### config.mk
export PLATFORM = sky130hd
export DESIGN_NAME = sram_arbiter
export DESIGN_NICKNAME = d
export VERILOG_FILES = /design/src/rtl/sram_arbiter.sv
export SDC_FILE = /design/constraint.sdc
export NUM_CORES = 1
export LEC_CHECK = 0
export BUFFER_PORTS_ARGS = -buffer_cell sky130_fd_sc_hd__buf_2
export CAP_MARGIN = 20
export CORE_ASPECT_RATIO = 0.7
export CORE_MARGIN = 3
export CORE_UTILIZATION = 56
export CTS_CLUSTER_DIAMETER = 40
export DETAILED_ROUTE_END_ITERATION = 8
export GPL_ROUTABILITY_DRIVEN = 0
export PLACE_DENSITY = 0.79
export SLEW_MARGIN = 20
export SYNTH_ARGS = -nofsm -noshare
export SYNTH_HDL_FRONTEND = slang
export SYNTH_SLANG_ARGS = --single-unit
### constraint.sdc
create_clock -name clk -period 3.9 [get_ports clk]
set_clock_uncertainty 0.05 [all_clocks]
set_input_delay 0.78 -clock clk [delete_from_list [all_inputs] [get_ports clk]]
set_output_delay 0.78 -clock clk [all_outputs]
set_load 0.03 [all_outputs]
### src/rtl/sram_arbiter.sv
// Purpose : shares one single-port SRAM between a read port and a buffered write port.
// Latency : mem_* one cycle after the grant; rd_valid READ_LATENCY+1 cycles after rd_ack.
// Backpressure: reads are accepted only when rd_ack=1; writes are accepted only when wr_ready=1 (buffer not full).
//
// Ports:
//   clk, reset                     single clock, synchronous active-high reset
//   rd_req/rd_addr -> rd_ack       read request, combinational grant
//   rd_valid/rd_data               returned read word (rd_data holds between pulses)
//   wr_req/wr_addr/wr_data         push into write buffer when wr_ready
//   mem_write_enable/mem_addr/mem_data_in   registered SRAM controls
//   mem_data_out                   SRAM read data, valid READ_LATENCY cycles after mem_* drive
module sram_arbiter #(
  parameter int FIFO_DEPTH      = 4,
  parameter int READ_LATENCY    = 4,
  parameter int MAX_READ_STREAK = 8
) (
  input  logic        clk,
  input  logic        reset,
  input  logic        rd_req,
  input  logic [19:0] rd_addr,
  output logic        rd_ack,
  output logic        rd_valid,
  output logic [16:0] rd_data,
  input  logic        wr_req,
  input  logic [19:0] wr_addr,
  input  logic [16:0] wr_data,
  output logic        wr_ready,
  output logic        mem_write_enable,
  output logic [19:0] mem_addr,
  output logic [16:0] mem_data_in,
  input  logic [16:0] mem_data_out
);

  localparam int PW = $clog2(FIFO_DEPTH);
  localparam int SW = $clog2(MAX_READ_STREAK + 1);
  localparam logic [PW-1:0] PTR_ONE   = PW'(1);
  localparam logic [PW:0]   CNT_ONE   = (PW + 1)'(1);
  localparam logic [PW:0]   DEPTH_C   = (PW + 1)'(FIFO_DEPTH);
  localparam logic [SW-1:0] STRK_ONE  = SW'(1);
  localparam logic [SW-1:0] STRK_MAX  = SW'(MAX_READ_STREAK);

  typedef enum logic [1:0] {OP_IDLE, OP_READ, OP_WRITE, OP_TURN} op_e;

  // Write buffer storage: {addr, data}
  logic [36:0]   r_buf [FIFO_DEPTH];
  logic [PW-1:0] r_wr_ptr;
  logic [PW-1:0] r_rd_ptr;
  logic [PW:0]   r_count;

  logic [SW-1:0]       r_streak;
  op_e                 r_op;
  op_e                 w_op;
  logic [READ_LATENCY:0] r_rd_pipe;
  logic [16:0]         r_rd_data;
  logic                r_mem_we;
  logic [19:0]         r_mem_addr;
  logic [16:0]         r_mem_din;

  logic        w_empty;
  logic        w_full;
  logic        w_streak_max;
  logic        w_push;
  logic        w_pop;
  logic [36:0] w_head;

  assign w_empty      = (r_count == '0);
  assign w_full       = (r_count == DEPTH_C);
  assign w_streak_max = (r_streak >= STRK_MAX);
  assign w_head       = r_buf[r_rd_ptr];

  // Grant decision. r_op remembers last cycle's operation so a READ is
  // never issued directly after a WRITE (bus turnaround).
  always_comb begin
    w_op = OP_IDLE;
    if (reset) begin
      w_op = OP_IDLE;
    end else if (!w_empty && (!rd_req || w_full || w_streak_max)) begin
      w_op = OP_WRITE;
    end else if (r_op == OP_WRITE) begin
      w_op = OP_TURN;
    end else if (rd_req) begin
      w_op = OP_READ;
    end
  end

  always_ff @(posedge clk) begin
    if (reset) r_op <= OP_IDLE;
    else       r_op <= w_op;
  end

  assign rd_ack   = (w_op == OP_READ);
  // Full blocks a push even when the same cycle pops.
  assign wr_ready = !w_full;
  assign w_push   = wr_req && !w_full && !reset;
  assign w_pop    = (w_op == OP_WRITE);

  always_ff @(posedge clk) begin
    if (w_push) r_buf[r_wr_ptr] <= {wr_addr, wr_data};
  end

  always_ff @(posedge clk) begin
    if (reset) begin
      r_wr_ptr <= '0;
      r_rd_ptr <= '0;
      r_count  <= '0;
    end else begin
      if (w_push) r_wr_ptr <= r_wr_ptr + PTR_ONE;
      if (w_pop)  r_rd_ptr <= r_rd_ptr + PTR_ONE;
      case ({w_push, w_pop})
        2'b10:   r_count <= r_count + CNT_ONE;
        2'b01:   r_count <= r_count - CNT_ONE;
        default: r_count <= r_count;
      endcase
    end
  end

  // Read streak only matters while a write waits; it saturates so the
  // forced-write condition stays asserted until the write is granted.
  always_ff @(posedge clk) begin
    if (reset || w_empty || w_op == OP_WRITE) begin
      r_streak <= '0;
    end else if (w_op == OP_READ && !w_streak_max) begin
      r_streak <= r_streak + STRK_ONE;
    end
  end

  // SRAM controls; TURN/IDLE keep the address and just deassert write.
  always_ff @(posedge clk) begin
    if (reset) begin
      r_mem_we   <= 1'b0;
      r_mem_addr <= '0;
      r_mem_din  <= '0;
    end else begin
      case (w_op)
        OP_WRITE: begin
          r_mem_we   <= 1'b1;
          r_mem_addr <= w_head[36:17];
          r_mem_din  <= w_head[16:0];
        end
        OP_READ: begin
          r_mem_we   <= 1'b0;
          r_mem_addr <= rd_addr;
        end
        default: r_mem_we <= 1'b0;
      endcase
    end
  end

  assign mem_write_enable = r_mem_we;
  assign mem_addr         = r_mem_addr;
  assign mem_data_in      = r_mem_din;

  // Only acked reads enter the pipe, so dummy reads never produce rd_valid.
  always_ff @(posedge clk) begin
    if (reset) r_rd_pipe <= '0;
    else       r_rd_pipe <= {r_rd_pipe[READ_LATENCY-1:0], rd_ack};
  end

  assign rd_valid = r_rd_pipe[READ_LATENCY];

  // SRAM data is only valid during the rd_valid cycle, so it is passed
  // through then and captured for holding afterwards.
  always_ff @(posedge clk) begin
    if (reset)         r_rd_data <= '0;
    else if (rd_valid) r_rd_data <= mem_data_out;
  end

  assign rd_data = rd_valid ? mem_data_out : r_rd_data;

endmodule

==> results by group, run 1 <==
Clocking
  – Post-CTS sizing: 0
  – Htree depth: 1
  – Clk Latency, worst-skew pair: 0.51 ns
  – Max clock buf depth: 3
  – TritonCTS Sinks: 223
  – Post CTS Setup Buffer Count: 0
  – Root Buffer: clkbuf_16
  – CTS tree: yes
  – Cts hold-fix bufs: 0
  – Worst-path clk slew: 0.06 ns
  – Total CTS buffers: 23

Route
  – Initial DRC count: 328
  – Antenna Nets Post-Route: 0
  – DR pass1 iterations: 4
  – Post-DR wirelength/cell: 19.5 um
  – Total number of vias: 4866
  – DR vias/cell: 5.52
  – DR DRC count: 0
  – Drt total wl: 17100 um

Placement
  – HPWL Detailed: 10600 um
  – Dpl cells: 837
  – PortBufs: 135
  – Setup WS pre-CTS: 0.695 ns

Die
  – Row count: 36
  – Die footprint: 0.0167 mm^2
  – Core ar.: 0.0144 mm^2
  – Die W: 153 um
  – Die height: 109 um
  – Starting density of the core: 59.1%
  – I/O Pins: 136

Synthesis
  – Mapped cell area: 0.00850 mm^2
  – Syn nets: 623
  – Compound-Gate Fraction of Synth Area: 6.08%
  – Yosys top cell area share: 52.3%
  – Post-Synth XOR/XNOR Area: 0.619%
  – Sequential share of the synthesized area: 70.0%
  – Mux cell area share after synthesis: 13.8%
  – Post-synth EDFFs: 148
  – YS warnings: 0
  – Post-Synth Adder-Cell Area: 1.56%
  – Mapped Cells: 535
  – Ys async rst share: 0%
  – Avg Inst Size Synth: 15.9 um^2
  – Post-synth top flop: edfxtp_1
  – Top cells by area, synth: edfxtp_1 52%, dfxtp_1 18%, mux2i_1 7.0%
  – Cell taking the most area after synthesis: edfxtp_1
  – Yosys reg bits: 223
  – Largest family of logic cells by synthesized area: multiplexers
  – Simple-gate area share of the yosys netlist: 5.11%
  – Netlist cell types: 38

Cells and area
  – Filler Cell Count: 946
  – Non-filler instance count after layout: 881
  – Share of cells above drive strength 1: 31.9%
  – Post-layout util: 69.7%
  – Nets: 760
  – Area Growth Syn to Fin: 17.8%

Pwr
  – Total power: 6940 uW
  – Power Density: 694 mW/mm^2
  – Peak VDD IR: 0.434 mV
  – P_leak: 0.00373 uW

Critical path
  – Crit Path Max Fanout: 12
  – Critical path launch point type: flip-flop
  – Crit-path max cell delay: 0.48 ns
  – Req. time, crit path: 3.07 ns
  – Crit path capture type: output port
  – Critical path cell sequence: nor2_1 > o21bai_1 > o211a_1 > ha_1 > buf_2
  – Critical Path Slowest Stage Cell: dfxtp_1
  – Crit Path Category: reg2out
  – Critical Path AT: 2.37 ns

Global route
  – Vias in the first global route: 5019
  – Global route overflow: 0
  – Initial antenna violation count: 2
  – Total track usage: 20.2%
  – Largest net degree at the start of global routing: 58
  – First-pass GRT wire length: 26300 um

STA
  – Final setup vio count: 0
  – RSZ-0062 raised after global routing: no
  – Tmin final: 3.20 ns
  – Final worst path period share: 81.9%
  – Max_slew headroom: 27.4%
  – Slack of the critical path: 0.704 ns
  – Fmax: 0.313 GHz
  – Final number of hold-violating endpoints: 0
  – Worst Tran Pin Value: 1.09 ns
  – Setup TNS: 0 ns
  – Max-slew violation count: 0

Hold path
  – Class of the worst hold path: reg2reg

Job
  – Max-cap violation count: 0

Status
  – Status: complete, no violations
## cell type report
| cell class | instances | area [um^2] | area share [%] |
|---|---|---|---|
| diodes | 2 | 5.00 | 0.0500 |
| clock buffers | 30 | 622 | 6.21 |
| clock inverters | 12 | 116 | 1.16 |
| inverters | 9 | 33.8 | 0.338 |
| multi-input cells | 272 | 2310 | 23.1 |
| flip-flops and latches | 223 | 5950 | 59.4 |
| well taps | 190 | 238 | 2.38 |
| repair buffers | 143 | 736 | 7.35 |
## critical path, delay by kind of cell (launching register included)
kind            cells  cell delay [ns]
compound gates      2             0.58
flops               1             0.48
fa+ha+maj           1             0.42
buf+inv             1             0.29
simple gates        1             0.09
## routing by layer
| metal | track usage [%] | share of wire [%] | vias to the layer above |
|---|---|---|---|
| met5 | 0 | 0.076 | - |
| met4 | 5.98 | 2.3 | 2 |
| met3 | 4.40 | 6.6 | 30 |
| met2 | 36.7 | 50 | 162 |
| met1 | 24.5 | 41 | 2381 |
| li1 | - | - | 2291 |
## registers in the layout (all words and copies together), names as in the netlist, named ones only
| signal | flops |
|---|---|
| r_streak | 4 |
| r_rd_ptr | 2 |
| r_buf | 148 |
| r_op | 2 |
| r_rd_pipe | 5 |
| r_count | 3 |
| mem_addr | 20 |
| mem_data_in | 17 |
| r_rd_data | 17 |
| mem_write_enable | 1 |
| r_wr_ptr | 2 |
## synth_stat cells (2+ instances only)
library cell,count
nand2_1,21
nor2_1,27
nor3_1,2
o221a_2,3
mux2_2,17
dfxtp_1,75
o211a_1,2
buf_12,4
clkbuf_1,13
buf_1,2
edfxtp_1,148
mux4_2,16
or3_1,2
xor2_1,3
and2_1,21
a21oi_1,5
nor2b_1,8
o21ai_0,3
nand2b_1,3
inv_1,9
xnor2_1,3
mux2i_1,59
ha_1,9
buf_6,2
o21ai_1,40
buf_2,9
nand3_1,2
o221a_1,17
## final timing paths
| check | startpoint | endpoint | slack, ns | depth (start not counted) |
|---|---|---|---|---|
| setup reg to reg | r_count[0] | mem_addr[17] | 1.04 | 7 |
| hold / removal | r_rd_pipe[1] | r_rd_pipe[2] | 0.39 | 1 |
| setup / recovery | r_count[0] | rd_ack | 0.70 | 5 |
| hold reg to reg | r_rd_pipe[1] | r_rd_pipe[2] | 0.39 | 1 |
## logic make-up after synthesis
family,count (synthesis)
flops,223
simple gates,89
fa+ha+maj,10
buf+inv,40
compound gates,74
xor+xnor,6
mux,93
## cells in the final DEF, fill, tap and decap left out, types with 4 or more instances in the layout
cell type	netlist	final
buf_2	9	135
mux2i_1	59	59
ha_1	9	9
clkbuf_1	13	5
nor2b_1	8	8
buf_4	1	8
nand2_1	21	21
edfxtp_1	148	148
and2_1	21	17
nor2_1	27	27
and2_2	0	4
inv_1	9	9
mux4_2	16	16
mux2_2	17	17
a21oi_1	5	5
clkbuf_16	0	23
o221a_1	17	17
dfxtp_1	75	74
o21ai_1	40	40
## stage by stage
stage / hold WS (ns) / area (um^2)
floorplan: 0.364 / 8500
global placement: 0.372 / 9270
detailed placement: 0.381 / 9270
CTS: 0.396 / 10000
global route: 0.411 / 10000
finish: 0.392 / 10000
## report_power, final
part / total (uW) / leakage (uW) / switching [uW] / internal (uW)
registers: 3050 / 0.00196 / 289 / 2760
logic: 1770 / 0.00142 / 1000 / 767
clock network: 2120 / 0.000357 / 906 / 1210
Note: power is estimated with default switching activity, not from simulation.
==> inputs of run 2 (changes only) <==
--- a/config.mk
+++ b/config.mk
@@ -9,11 +9,11 @@
 export CAP_MARGIN = 20
 export CORE_ASPECT_RATIO = 0.7
 export CORE_MARGIN = 3
-export CORE_UTILIZATION = 56
+export CORE_UTILIZATION = 51
 export CTS_CLUSTER_DIAMETER = 40
 export DETAILED_ROUTE_END_ITERATION = 8
 export GPL_ROUTABILITY_DRIVEN = 0
-export PLACE_DENSITY = 0.79
+export PLACE_DENSITY = 0.76
 export SLEW_MARGIN = 20
 export SYNTH_ARGS = -nofsm -noshare
 export SYNTH_HDL_FRONTEND = slang
==> constraint.sdc (replaced) <==
create_clock -name clk -period 2.6 [get_ports clk]
set_clock_uncertainty 0.05 [all_clocks]
set_input_delay 0.52 -clock clk [delete_from_list [all_inputs] [get_ports clk]]
set_output_delay 0.52 -clock clk [all_outputs]
set_load 0.03 [all_outputs]
==> run 2 against run 1 <==
Net effect:
- cell area up 3.7%
- clock power up 62%
- critical path depth up 1
- die area up 9.3%
- sequential cell count unchanged
==> results by group, run 2 (synthesis gave the netlist of run 1 again) <==
STA
  – Max_slew headroom: 66.6% (+39 points)
  – Worst Tran Pin Value: 0.501 ns (-0.588 ns)
  – Hold WS: 0.178 ns (-0.215 ns)
  – Slack of the critical path: 0.114 ns (-0.591 ns)
  – RSZ-0062 raised after global routing: no
  – Max-slew violation count: 0 (unchanged)
  – Fmax: 0.402 GHz
  – Final worst path period share: 95.6%
  – Tmin final: 2.49 ns
  – Final number of hold-violating endpoints: 0 (unchanged)
  – Final setup vio count: 0 (unchanged)

Pwr
  – Peak VDD IR: 0.637 mV (+47%)
  – Power Density: 1050 mW/mm^2 (+51%)
  – P_leak: 0.00390 uW (+4.5%)
  – Pint: 7520 uW (+59%)
  – Gate power share: 27.7% (+2.2 points)
  – Seq pwr share: 40.7% (-3.3 points)
  – NetSw: 3360 uW (+53%)
  – Switching share of power: 30.9% (-0.78 points)
  – Clock Power Share: 31.5% (+1.0 points)

Route
  – Drt total wl: 17300 um (+1.0%)
  – Post-DR wirelength/cell: 18.6 um (-4.2%)
  – DR DRC count: 0 (unchanged)
  – Antenna Nets Post-Route: 0 (unchanged)
  – Total number of vias: 4958 (+1.9%)
  – Initial DRC count: 299 (-8.8%)
  – Met3 routed WL: 1360 um (+19%)
  – Met1 WL: 7480 um (+6.5%)
  – Routed length on met2: 8250 um (-3.7%)
  – DR vias/cell: 5.34 (-3.4%)
  – DR pass1 iterations: 4 (unchanged)
  – Max Used Layer: met5

Global route
  – Initial antenna violation count: 1 (-1)
  – Vias in the first global route: 5115 (+1.9%)
  – Largest net degree at the start of global routing: 41 (-29%)
  – Global route overflow: 0 (unchanged)
  – Total track usage: 18.9% (-1.3 points)
  – First-pass GRT wire length: 27400 um (+4.1%)

Clocking
  – Cts hold-fix bufs: 0 (unchanged)
  – Max clock buf depth: 3 (unchanged)
  – Post CTS Setup Buffer Count: 0 (unchanged)
  – Total CTS buffers: 25 (+8.7%)
  – Htree depth: 1 (unchanged)
  – CTS tree: yes
  – Clk Latency, worst-skew pair: 0.50 ns (about the same)
  – TritonCTS Sinks: 223 (unchanged)
  – Root Buffer: clkbuf_16
  – Worst-path clk slew: 0.06 ns (about the same)

Critical path
  – Reg2reg path depth: 9 (+2)
  – Crit Path Max Fanout: 8 (-4)
  – Crit Path Category: reg2out
  – Cell mode on critical path: buf_4
  – Critical path launch point type: flip-flop
  – Reg2Reg Setup Slack: 0.23 ns (-0.81 ns)
  – Req. time, crit path: 2.03 ns (-1.04 ns)
  – Critical Path AT: 1.92 ns (-0.45 ns)
  – Critical path cell sequence: nand2b_1 > o21bai_2 > buf_4 > o211a_1 > ha_4 > buf_4
  – Crit-path max cell delay: 0.34 ns (-0.14 ns)
  – Critical Path Slowest Stage Cell: dfxtp_1
  – Crit path capture type: output port

Cells and area
  – Largest reg by FF count: r_buf
  – Area Growth Syn to Fin: 22.2%
  – Post-layout util: 65.4% (-4.3 points)
  – Design area: 0.0104 mm^2 (+3.7%)
  – Most frequent cells in the layout: 148 x edfxtp_1, 134 x buf_2, 73 x dfxtp_1
  – Inserted Diodes: 0 (-2)
  – Number of flip-flops in the largest register: 148 (unchanged)
  – Filler Cell Count: 1130 (+19%)
  – Share of cells above drive strength 1: 34.4% (+2.5 points)
  – Non-filler instance count after layout: 929 (+5.4%)
  – Commonest non-fill, non-tap cell in the layout: edfxtp_1
  – Nets: 779 (+2.5%)

Status
  – Status: complete, no violations

Die
  – Starting density of the core: 53.5% (-5.6 points)
  – Die footprint: 0.0183 mm^2 (+9.3%)
  – Die height: 114 um (+4.5%)
  – Row count: 38 (+5.6%)
  – I/O Pins: 136 (unchanged)
  – Core ar.: 0.0159 mm^2 (+11%)
  – Die W: 160 um (+4.6%)

Placement
  – DP Area: 0.00953 mm^2 (+2.9%)
  – Setup WS pre-CTS: -0.00428 ns (-0.699 ns)
  – Dpl cells: 884 (+5.6%)
  – HPWL Detailed: 11100 um (+4.1%)
  – PortBufs: 135 (unchanged)

Hold path
  – Class of the worst hold path: in2reg
  – Worst Hold Depth: 1 (unchanged)

Job
  – Max-cap violation count: 0 (unchanged)
## run 2: changes by cell type in the layout (fill, tap and decap cells not counted), sizes merged
| cell | delta |
|---|---|
| buf | +17 |
| clkinvlp | -1 |
| inv | +1 |
| clkbuf | +3 |
| diode | -2 |
## run 2: final timing paths
path / from / end
max: r_streak[3] / rd_ack
min: wr_addr[5] / r_buf[3][22]
max reg2reg: r_streak[3] / r_count[2]
min reg2reg: r_rd_pipe[1] / r_rd_pipe[2]
## run 2: cell type report
type	instances	area [um^2]	area share, %
clock buffer	33	708	6.82
clock inverter	12	115	1.11
sequential	223	5950	57.3
multi-input combinational	272	2330	22.5
inverter	9	33.8	0.325
timing repair buffer	160	966	9.31
tap	220	275	2.65
## run 2: worst max-delay path, delay by kind of cell (launching register included)
| family | cells | cell delay [ns] |
|---|---|---|
| buffers and inverters | 2 | 0.34 |
| AO/OA/AOI/OAI | 2 | 0.38 |
| adder cells (fa/ha/maj) | 1 | 0.20 |
| flip-flops | 1 | 0.34 |
| AND/OR/NAND/NOR | 1 | 0.16 |
## run 2: timing repair
| action | 4_1_cts | 5_1_grt |
|---|---|---|
| resized for setup | 3 | 3 |
| pin swaps | 1 | 0 |
| setup endpoints to repair | 1 | 2 |
## run 2: through the flow
step	TNS, ns	total power [uW]
after floorplan	0	6700
after global placement	0	7380
after detailed placement	-0.00428	7500
after CTS	0	11000
after global routing	0	11400
final	0	10900
## run 2: power by group through the flow
stage	registers [uW]	clock network [uW]	logic (uW)
after floorplan	4700	0	1990
after global placement	4480	0	2900
after detailed placement	4500	0	2990
after CTS	4440	3500	3030
after global routing	4480	3670	3270
final	4430	3430	3010
## run 2: routing by layer
metal | track usage, % | vias up
met2 | 31.0 | 159
met4 | 3.82 | 2
met3 | 4.83 | 27
met1 | 26.0 | 2453
met5 | 0 | -
li1 | - | 2317
